## src/rtl/snake_turn_queue_if.sv

```systemverilog
// Button/step/clear inputs and per-player direction outputs of the snake turn queue.
// The game side drives through master; the queue block attaches as slave.
interface snake_turn_queue_if #(
   parameter int NUM_PLAYERS = 2
);
   logic [NUM_PLAYERS-1:0]   i_Up;
   logic [NUM_PLAYERS-1:0]   i_Down;
   logic [NUM_PLAYERS-1:0]   i_Left;
   logic [NUM_PLAYERS-1:0]   i_Right;
   logic                     i_Step;
   logic                     i_Clear;
   logic [2*NUM_PLAYERS-1:0] o_Dir;
   logic [NUM_PLAYERS-1:0]   o_Turned;
   logic [NUM_PLAYERS-1:0]   o_Overflow;

   modport master (
      output i_Up, i_Down, i_Left, i_Right, i_Step, i_Clear,
      input  o_Dir, o_Turned, o_Overflow
   );

   modport slave (
      input  i_Up, i_Down, i_Left, i_Right, i_Step, i_Clear,
      output o_Dir, o_Turned, o_Overflow
   );
endinterface

```

## src/rtl/snake_turn_queue.sv

```systemverilog
// Per-player buffered steering: button presses are validated against the newest
// pending turn and queued in a small circular FIFO, then committed one per game tick.
module snake_turn_queue #(
   parameter int         NUM_PLAYERS = 2,
   parameter int         QUEUE_DEPTH = 2,
   parameter int         REL_MODE    = 0,
   parameter logic [1:0] INIT_DIR    = 2'b11
) (
   input  logic               i_Clk,
   input  logic               i_Rst,
   snake_turn_queue_if.slave  bus
);

   localparam int PTR_W = (QUEUE_DEPTH > 1) ? $clog2(QUEUE_DEPTH) : 1;
   localparam int CNT_W = $clog2(QUEUE_DEPTH + 1);
   localparam logic [PTR_W-1:0] LAST_PTR = PTR_W'(QUEUE_DEPTH - 1);
   localparam logic [CNT_W-1:0] FULL_CNT = CNT_W'(QUEUE_DEPTH);

   localparam logic [1:0] DIR_UP    = 2'b00;
   localparam logic [1:0] DIR_DOWN  = 2'b01;
   localparam logic [1:0] DIR_LEFT  = 2'b10;
   localparam logic [1:0] DIR_RIGHT = 2'b11;

   function automatic logic [PTR_W-1:0] f_Next_Ptr(input logic [PTR_W-1:0] p);
      return (p == LAST_PTR) ? '0 : p + PTR_W'(1);
   endfunction

   function automatic logic [PTR_W-1:0] f_Prev_Ptr(input logic [PTR_W-1:0] p);
      return (p == '0) ? LAST_PTR : p - PTR_W'(1);
   endfunction

   // Clockwise: UP -> RIGHT -> DOWN -> LEFT -> UP
   function automatic logic [1:0] f_Rot_Cw(input logic [1:0] d);
      case (d)
         DIR_UP:    return DIR_RIGHT;
         DIR_RIGHT: return DIR_DOWN;
         DIR_DOWN:  return DIR_LEFT;
         default:   return DIR_UP;
      endcase
   endfunction

   function automatic logic [1:0] f_Rot_Ccw(input logic [1:0] d);
      case (d)
         DIR_UP:    return DIR_LEFT;
         DIR_LEFT:  return DIR_DOWN;
         DIR_DOWN:  return DIR_RIGHT;
         default:   return DIR_UP;
      endcase
   endfunction

   // Previous button levels reset high so a button held through reset is not a press.
   logic [NUM_PLAYERS-1:0] r_Prev_Up;
   logic [NUM_PLAYERS-1:0] r_Prev_Down;
   logic [NUM_PLAYERS-1:0] r_Prev_Left;
   logic [NUM_PLAYERS-1:0] r_Prev_Right;

   always_ff @(posedge i_Clk or posedge i_Rst) begin
      if (i_Rst) begin
         r_Prev_Up    <= '1;
         r_Prev_Down  <= '1;
         r_Prev_Left  <= '1;
         r_Prev_Right <= '1;
      end else begin
         r_Prev_Up    <= bus.i_Up;
         r_Prev_Down  <= bus.i_Down;
         r_Prev_Left  <= bus.i_Left;
         r_Prev_Right <= bus.i_Right;
      end
   end

   logic [2*NUM_PLAYERS-1:0] w_Dir_All;
   logic [NUM_PLAYERS-1:0]   w_Turned_All;
   logic [NUM_PLAYERS-1:0]   w_Ovf_All;

   for (genvar p = 0; p < NUM_PLAYERS; p++) begin : g_ch
      logic [1:0]       r_Q [QUEUE_DEPTH];
      logic [PTR_W-1:0] r_Rptr;
      logic [PTR_W-1:0] r_Wptr;
      logic [CNT_W-1:0] r_Cnt;
      logic [1:0]       r_Dir;
      logic             r_Turned;
      logic             r_Ovf;

      logic             w_Press_Up;
      logic             w_Press_Down;
      logic             w_Press_Left;
      logic             w_Press_Right;
      logic [1:0]       w_Tail;
      logic [1:0]       w_Req;
      logic             w_Valid;
      logic             w_Pop;
      logic             w_Push;

      always_comb begin
         w_Press_Up    = bus.i_Up[p]    & ~r_Prev_Up[p];
         w_Press_Down  = bus.i_Down[p]  & ~r_Prev_Down[p];
         w_Press_Left  = bus.i_Left[p]  & ~r_Prev_Left[p];
         w_Press_Right = bus.i_Right[p] & ~r_Prev_Right[p];
      end

      // Requests are judged against the newest pending turn, not the committed one.
      always_comb begin
         w_Tail  = (r_Cnt != '0) ? r_Q[f_Prev_Ptr(r_Wptr)] : r_Dir;
         w_Req   = w_Tail;
         w_Valid = 1'b0;
         if (REL_MODE != 0) begin
            if (w_Press_Left ^ w_Press_Right) begin
               w_Valid = 1'b1;
               w_Req   = w_Press_Right ? f_Rot_Cw(w_Tail) : f_Rot_Ccw(w_Tail);
            end
         end else begin
            if (w_Press_Up)
               w_Req = DIR_UP;
            else if (w_Press_Down)
               w_Req = DIR_DOWN;
            else if (w_Press_Left)
               w_Req = DIR_LEFT;
            else
               w_Req = DIR_RIGHT;
            w_Valid = (w_Press_Up | w_Press_Down | w_Press_Left | w_Press_Right) &&
                      (w_Req != w_Tail) && (w_Req != (w_Tail ^ 2'b01));
         end
         w_Pop  = bus.i_Step && (r_Cnt != '0);
         w_Push = w_Valid && ((r_Cnt != FULL_CNT) || w_Pop);
      end

      always_ff @(posedge i_Clk or posedge i_Rst) begin
         if (i_Rst) begin
            r_Rptr   <= '0;
            r_Wptr   <= '0;
            r_Cnt    <= '0;
            r_Dir    <= INIT_DIR;
            r_Turned <= 1'b0;
            r_Ovf    <= 1'b0;
         end else if (bus.i_Clear) begin
            r_Rptr   <= '0;
            r_Wptr   <= '0;
            r_Cnt    <= '0;
            r_Dir    <= INIT_DIR;
            r_Turned <= 1'b0;
            r_Ovf    <= 1'b0;
         end else begin
            r_Turned <= w_Pop;
            if (w_Pop) begin
               r_Dir  <= r_Q[r_Rptr];
               r_Rptr <= f_Next_Ptr(r_Rptr);
            end
            if (w_Push)
               r_Wptr <= f_Next_Ptr(r_Wptr);
            if (w_Push && !w_Pop)
               r_Cnt <= r_Cnt + CNT_W'(1);
            else if (!w_Push && w_Pop)
               r_Cnt <= r_Cnt - CNT_W'(1);
            if (w_Valid && !w_Push)
               r_Ovf <= 1'b1;
         end
      end

      // Entry storage needs no reset: occupancy is tracked by r_Cnt alone.
      always_ff @(posedge i_Clk) begin
         if (w_Push)
            r_Q[r_Wptr] <= w_Req;
      end

      assign w_Dir_All[2*p +: 2] = r_Dir;
      assign w_Turned_All[p]     = r_Turned;
      assign w_Ovf_All[p]        = r_Ovf;
   end

   assign bus.o_Dir      = w_Dir_All;
   assign bus.o_Turned   = w_Turned_All;
   assign bus.o_Overflow = w_Ovf_All;

endmodule

```

## src/flat_wrapper.sv

```systemverilog
// flat-port wrapper written by rule: the top's interface ports become plain ports
module snake_turn_queue_flat 
#(
   parameter int         NUM_PLAYERS = 2,
   parameter int         QUEUE_DEPTH = 2,
   parameter int         REL_MODE    = 0,
   parameter logic [1:0] INIT_DIR    = 2'b11
)
  (i_Clk, i_Rst, bus_i_Up, bus_i_Down, bus_i_Left, bus_i_Right, bus_i_Step, bus_i_Clear, bus_o_Dir, bus_o_Turned, bus_o_Overflow);
  snake_turn_queue_if #(.NUM_PLAYERS(NUM_PLAYERS)) bus_i ();
  input  logic i_Clk;
  input  logic i_Rst;
  input wire logic [$bits(bus_i.i_Up)-1:0] bus_i_Up;
  input wire logic [$bits(bus_i.i_Down)-1:0] bus_i_Down;
  input wire logic [$bits(bus_i.i_Left)-1:0] bus_i_Left;
  input wire logic [$bits(bus_i.i_Right)-1:0] bus_i_Right;
  input wire logic [$bits(bus_i.i_Step)-1:0] bus_i_Step;
  input wire logic [$bits(bus_i.i_Clear)-1:0] bus_i_Clear;
  output wire logic [$bits(bus_i.o_Dir)-1:0] bus_o_Dir;
  output wire logic [$bits(bus_i.o_Turned)-1:0] bus_o_Turned;
  output wire logic [$bits(bus_i.o_Overflow)-1:0] bus_o_Overflow;
  assign bus_i.i_Up = bus_i_Up;
  assign bus_i.i_Down = bus_i_Down;
  assign bus_i.i_Left = bus_i_Left;
  assign bus_i.i_Right = bus_i_Right;
  assign bus_i.i_Step = bus_i_Step;
  assign bus_i.i_Clear = bus_i_Clear;
  assign bus_o_Dir = bus_i.o_Dir;
  assign bus_o_Turned = bus_i.o_Turned;
  assign bus_o_Overflow = bus_i.o_Overflow;
  snake_turn_queue #(.NUM_PLAYERS(NUM_PLAYERS), .QUEUE_DEPTH(QUEUE_DEPTH), .REL_MODE(REL_MODE), .INIT_DIR(INIT_DIR)) u_core (.i_Clk(i_Clk), .i_Rst(i_Rst), .bus(bus_i));
endmodule
```

## config.mk

```make
export PLATFORM = sky130hd
export DESIGN_NAME = snake_turn_queue_flat
export DESIGN_NICKNAME = d
export VERILOG_FILES = /design/src/rtl/snake_turn_queue_if.sv /design/src/rtl/snake_turn_queue.sv /design/src/flat_wrapper.sv
export SDC_FILE = /design/constraint.sdc
export NUM_CORES = 1
export LEC_CHECK = 0
export ABC_AREA = 1
export BUFFER_PORTS_ARGS = -buffer_cell sky130_fd_sc_hd__buf_2
export CELL_PAD_IN_SITES_DETAIL_PLACEMENT = 0
export CELL_PAD_IN_SITES_GLOBAL_PLACEMENT = 1
export CORE_MARGIN = 1
export CORE_UTILIZATION = 40
export CTS_CLUSTER_DIAMETER = 150
export DETAILED_ROUTE_END_ITERATION = 8
export PLACE_DENSITY = 0.82
export SYNTH_ARGS = -nofsm -noshare
export SYNTH_HDL_FRONTEND = slang
export SYNTH_SLANG_ARGS = --single-unit
```

## constraint.sdc

```tcl
create_clock -name i_Clk -period 2.2 [get_ports i_Clk]
set_input_delay 0.11 -clock i_Clk [delete_from_list [all_inputs] [get_ports i_Clk]]
set_output_delay 0.11 -clock i_Clk [all_outputs]
set_load 0.02 [all_outputs]
```

After elaboration in Yosys (flattened, before gate mapping)
Memories as Yosys holds them, arrays and structs flattened.
Cells that the tools add are included.
- register bits: 24
- memory bits (writable): 8
- input bits: 12
- output and inout bits: 8
- memories: 2
- add/subtract/negate cells: 10
- eq/ne operators: 6
- multiplexer cells: 42
- bitwise operators: 24
- reductions and logical operators: 30
- memories (memory ; words ; width ; read ports ; clocked after Yosys merged registers in ; wr ports ; RTL line ; text):
    u_core.g_ch[0].r_Q ; 2 ; 2 ; 2 ; 0 ; 1 ; snake_turn_queue.sv:76 ; logic [1:0] r_Q [QUEUE_DEPTH];
    u_core.g_ch[1].r_Q ; 2 ; 2 ; 2 ; 0 ; 1 ; snake_turn_queue.sv:76 ;
- operator list (cell ; number):
    $mux 2 ; 16
    $mux 1 ; 26
    $reduce_bool 2->1 ; 8
    $logic_and 1x1->1 ; 14
    $not 1->1 ; 10
    $and 1x1->1 ; 8
    $ne 2x2->1 ; 4
    $or 1x1->1 ; 6
    $reduce_bool 3->1 ; 2
    $add 1x1->1 const B ; 4
    $add 2x1->2 const B ; 2
    $logic_not 1->1 ; 4
    $ne 2x2->1 const B ; 2
    $sub 2x1->2 const B ; 2
    $logic_or 1x1->1 ; 2
    $sub 1x1->1 const B ; 2

Longest topological paths before layout
- depth after elaboration: 14
- depth in mapped cells: 12

Least setup slack after synthesis
No wires, ideal clock.
- kind: register to register
- start: reg u_core.g_ch[1].r_Dir[1]
- end: mem u_core.g_ch[1].r_Q[0][0], enable pin
- data arrival time: 1.276 ns
- path slack: 0.615 ns
- cell stages (with the launch flop): 9
- buffers on the path: 0
- clock period less this slack: 1.585 ns
- path through: dfstp_2 inv_1 nor2_4 inv_1 nand2_1 nand2_2 a21boi_2 inv_2 nor2_1
- cells in the longest elaborated chain, start to end: 7
- RTL lines (what ; RTL line ; text):
    from (decl) ; snake_turn_queue.sv:80 ; logic [1:0] r_Dir;
    from (signal assigned) ; snake_turn_queue.sv:145 ; r_Dir <= r_Q[r_Rptr];
    $mux 2 (*) ; snake_turn_queue.sv:103 ; w_Tail = (r_Cnt != '0) ? r_Q[f_Prev_Ptr(r_Wptr)] : r_Dir;
    $ne 2x2->1 ; snake_turn_queue.sv:121 ; (w_Req != w_Tail) && (w_Req != (w_Tail ^ 2'b01));
    $logic_and 1x1->1 ; snake_turn_queue.sv:120 ; w_Valid = (w_Press_Up | w_Press_Down | w_Press_Left | w_Press_Right) &&
    $logic_and 1x1->1 (*) ; snake_turn_queue.sv:121 ;
    $logic_and 1x1->1 (*) ; snake_turn_queue.sv:124 ; w_Push = w_Valid && ((r_Cnt != FULL_CNT) || w_Pop);
    $mux 1 (*) ; snake_turn_queue.sv:161 ; if (w_Push)
    $mux 1 (implied by the code) (*) ; snake_turn_queue.sv:162 ; r_Q[r_Wptr] <= w_Req;
    to (decl) ; snake_turn_queue.sv:76 ;
Mark *: on every way between the ends. The rest lies on a longest branch, timed or not.

Worst setup path in the final report
- start: reg u_core.r_Prev_Down[0]
- end: mem u_core.g_ch[0].r_Q[1][1], enable pin
- cells in the longest elaborated chain, start to end: 10
- RTL lines (what ; RTL line ; text):
    from (decl) ; snake_turn_queue.sv:53 ; logic [NUM_PLAYERS-1:0] r_Prev_Down;
    from (signal assigned) ; snake_turn_queue.sv:65 ; r_Prev_Down <= bus.i_Down;
    $not 1->1 (*) ; snake_turn_queue.sv:96 ; w_Press_Down = bus.i_Down[p] & ~r_Prev_Down[p];
    $and 1x1->1 (*) ; snake_turn_queue.sv:96 ;
    $mux 2 / $or 1x1->1 (equally long branches) ; snake_turn_queue.sv:114, snake_turn_queue.sv:120 ;
    $mux 2 / $or 1x1->1 (equally long branches) ; snake_turn_queue.sv:112, snake_turn_queue.sv:120 ;
    $ne 2x2->1 / $or 1x1->1 (equally long branches) ; snake_turn_queue.sv:121, snake_turn_queue.sv:120 ;
    $logic_and 1x1->1 ; snake_turn_queue.sv:120 ;
    $logic_and 1x1->1 (*) ; snake_turn_queue.sv:121 ;
    $logic_and 1x1->1 (*) ; snake_turn_queue.sv:124 ;
    $mux 1 (*) ; snake_turn_queue.sv:161 ;
    $mux 1 (implied by the code) (*) ; snake_turn_queue.sv:162 ;
    to (decl) ; snake_turn_queue.sv:76 ;
Marked as above.

==> flow_metrics.py <==
metrics = {
    "worst_setup_path": {
        "crit_slowest_cell": "dfstp_2",
        "slowest_delay_ns": 0.51,
        "r2r_cells": 8,
        "worstPathArrival_ns": 1.63,
        "rrSetupSlack_ns": 0.55,
        "cp.required_ns": 2.18,
        "cp-end-kind": "flip-flop",
        "r2r_end": "u_core.g_ch[0].r_Q[1][1]",
        "r2r_start": "u_core.r_Prev_Down[0]",
        "crit_type": "flip-flop to flip-flop",
        "cp_max_fo": 5,
        "crit_chain": "inv_1, nand2_1, o21ai_1, nor2_1, nand2_4, nand2_4, nand2_2, nor2_1",
        "worstSetupStartpointType": "flip-flop",
    },
    "cells_and_area": {
        "area_delta_synth_final_pct": 20.95,
        "drive_above_1_share_pct": 34.27,
        "final_core_util_pct": 51.70,
        "fin_cells": 261,
        "nets": 224,
        "diodes": 0,
        "finalInstanceArea_mm2": 0.001936,
    },
    "floorplan": {
        "row_count": 22,
        "start_util_pct": 42.75,
        "die_w_um": 65.25,
        "io_pins": 20,
        "core_mm2": 0.003744,
        "die_y_um": 65.25,
        "die_area_mm2": 0.004258,
    },
    "clock_tree": {
        "clock_path_buffers": 2,
        "cts_sinks": 32,
        "cts_tree": "yes",
        "clk_pin_slew_worst_paths_ns": 0.07,
        "htree_levels": 2,
        "cts_root_buf": "clkbuf_8",
        "postCtsSetupRepairBufs": 0,
        "cts_inserted_buffers": 5,
        "clock_insertion_delay_worst_skew_ns": 0.28,
        "cts_resized": 0,
    },
    "yosys": {
        "synth_fp_nets": 193,
        "synth_area_per_cell_um2": 8.841,
        "ys_ff_latch": 32,
        "ys.warnings.count": 0,
        "synth_cells": 181,
        "yosysUniqueCellTypes": 26,
        "synth_area_mm2": 0.001600,
        "synth.yosys.seq_area_share_pct": 53.48,
    },
    "grt": {
        "grt-ovfl-total": 0,
        "grt_util_met2_pct": 23.71,
        "grt_use_met1_pct": 20.58,
        "antenna_found_initial": 0,
        "grt_use_total_pct": 15.73,
        "grt_first_pass_wirelength_mm": 5.030,
        "grt_max_degree": 25,
        "grt_pass1_vias": 1150,
        "grt_use_met3_pct": 5.208,
        "grt.busiest_layer": "met2",
    },
    "sta": {
        "drv_slew": 0,
        "worst_slew_pin_slew_ns": 0.3229,
        "hold_viol_final": 0,
        "setup_viol": 0,
        "fmax_mhz": 605.3,
        "max_slew_margin_pct": 78.47,
        "fin_ws_ns": 0.5479,
        "rsz0062_at_grt": "no",
        "timing.hold.ws_ns": 0.1465,
        "fin_crit_ns": 1.652,
        "setup_tns_ns": 0,
        "skew_ns": 0.005765,
        "fin_crit_sh_pct": 75.10,
    },
    "place": {
        "dp_hpwl_mm": 2.080,
        "place.gp.congestion": 0.7948,
        "place_inst": 244,
        "pre_cts_slack_ns": 0.5551,
        "placed_area_mm2": 0.001729,
        "port_buffers": 19,
    },
    "power": {
        "seqPwrFrac_pct": 37.5,
        "clock_power_share_pct": 24.8,
        "irDropWorstVdd_mv": 0.5016,
        "p_per_area_mw_per_mm2": 1193,
        "switchingPower_uw": 877.2,
        "p_comb_share_pct": 37.7,
        "finalPower_mw": 2.309,
        "switching_share_pct": 37.99,
        "power.leakage_nw": 0.9571,
        "internal_power_mw": 1.432,
    },
    "outcome": {
        "outcome": "finished, final reports clean",
    },
    "hold_path": {
        "hold_path_depth": 2,
        "hold_class": "primary input to flip-flop",
        "worstHoldStart": "bus_i_Clear",
        "whs_endpoint": "u_core.g_ch[0].r_Ovf",
    },
    "drt": {
        "wl_per_cell_um": 10.93,
        "drtPass1Iterations": 4,
        "drt_iter0_markers": 41,
        "drc_errors": 0,
        "vias": 1168,
        "post_drt_via_cell_ratio": 4.475,
        "wirelength_mm": 2.853,
        "antenna_left": 0,
    },
    "flow_run": {
        "maxCapViolCount": 0,
    },
}
==> cell families (layout without fill, tap and decap cells) <==
family | Yosys count | after routing | synth area share, %
AOI/OAI and AO/OA | 20 | 20 | 7.662
DFF | 32 | 32 | 53.48
buffers and inverters | 40 | 72 | 10.48
and+or+nand+nor | 89 | 89 | 28.38
==> worst max path at each step <==
stage	cells after the start	to	slack (ns)	start
after floorplan	8	u_core.g_ch[1].r_Q[0][0]	0.61	u_core.g_ch[1].r_Dir[1]
after global placement	8	u_core.g_ch[0].r_Q[1][0]	0.60	u_core.r_Prev_Down[0]
after detailed placement	8	u_core.g_ch[0].r_Q[1][1]	0.56	u_core.r_Prev_Down[0]
after CTS	8	u_core.g_ch[0].r_Q[1][0]	0.55	u_core.r_Prev_Down[0]
after global routing	8	u_core.g_ch[0].r_Q[1][0]	0.39	u_core.r_Prev_Down[0]
final	8	u_core.g_ch[0].r_Q[1][1]	0.55	u_core.r_Prev_Down[0]
==> cells in the mapped netlist <==
cell | number | area (um^2)
a21boi_2 | 1 | 11.26
a32oi_1 | 2 | 17.52
nor2_2 | 5 | 31.28
a21oi_1 | 5 | 25.02
inv_4 | 1 | 6.260
o21ai_0 | 2 | 10.01
nand3_1 | 4 | 20.02
nor3_1 | 1 | 5.000
nand4_1 | 2 | 12.51
inv_1 | 24 | 90.09
nand3_2 | 4 | 40.04
a31oi_1 | 4 | 25.02
buf_4 | 4 | 30.03
a21oi_2 | 1 | 8.760
dfstp_2 | 12 | 315.3
edfxtp_1 | 8 | 240.2
o21ai_1 | 5 | 25.02
nand2_1 | 44 | 165.2
nor2_4 | 1 | 11.26
inv_2 | 10 | 37.54
nand3_4 | 1 | 17.52
clkbuf_1 | 1 | 3.750
nor2_1 | 17 | 63.81
nand2_2 | 5 | 31.28
nand2_4 | 5 | 56.30
dfrtp_1 | 12 | 300.3
==> layout make-up <==
| type | count | area, um^2 |
|---|---|---|
| timing repair buffer | 29 | 192.7 |
| multi-input combinational | 109 | 576.8 |
| tap | 48 | 60.06 |
| fill | 352 | 1808 |
| inverter | 35 | 133.9 |
| clock inverter | 2 | 33.78 |
| sequential | 32 | 855.8 |
| clock buffer | 6 | 82.58 |
==> worst max-delay path: cells and delay by family (launching register included) <==
family	cells	cell delay, ns
AND/OR/NAND/NOR	6	0.69
buffers and inverters	1	0.03
AO/OA/AOI/OAI	1	0.11
flip-flops	1	0.51
==> cells in the final DEF (no fill, tap or decap) <==
cell and instances:
a21oi_1 5, nand2_1 44, o21ai_0 2, inv_1 24
a31oi_1 4, nor3_1 1, clkinv_1 1, nor2_2 5
o21ai_1 5, nand4_1 2, buf_4 1, bufinv_16 1
dlygate4sd3_1 9, inv_2 10, a21oi_2 1, inv_4 1
dfrtp_1 12, nand3_4 1, a32oi_1 2, a21boi_2 1
edfxtp_1 8, nand3_2 4, buf_2 19, dfstp_2 12
nor2_1 17, nor2_4 1, nand2_2 5, nand3_1 4
nand2_4 5, clkbuf_8 6
==> sequential cells by signal (all words and copies together) (netlist names) <==
signal and count:
u_core.g_ch.r_Cnt 4, u_core.g_ch.r_Dir 4, u_core.g_ch.r_Ovf 2, u_core.g_ch.r_Q 8, u_core.g_ch.r_Rptr 2, u_core.g_ch.r_Turned 2, u_core.g_ch.r_Wptr 2, u_core.r_Prev_Down 2
u_core.r_Prev_Left 2, u_core.r_Prev_Right 2, u_core.r_Prev_Up 2
==> per-layer routing <==
metal  vias up  part of all wire (%)
met5         -                     0
met4         0                   1.8
met3         5                   3.3
met2        22                    44
met1       513                    51
li1        628                     -
==> power groups by stage <==
| stage | combinational [mW] | clock, mW | sequential (mW) |
|---|---|---|---|
| 2_1_floorplan | 0.701 | 0 | 0.881 |
| 3_3_place_gp | 0.849 | 0 | 0.876 |
| 3_5_place_dp | 0.862 | 0 | 0.875 |
| 4_1_cts | 0.878 | 0.588 | 0.866 |
| 5_1_grt | 0.994 | 0.612 | 0.887 |
| 6_report | 0.870 | 0.573 | 0.865 |
==> timing repair <==
item | in CTS | in global routing
hold buffers | 9 | 0
endpoints found under the hold margin | 20 | 0
setup endpoints to repair | 0 | 0
No activity file was read; power rests on OpenSTA's default activity.
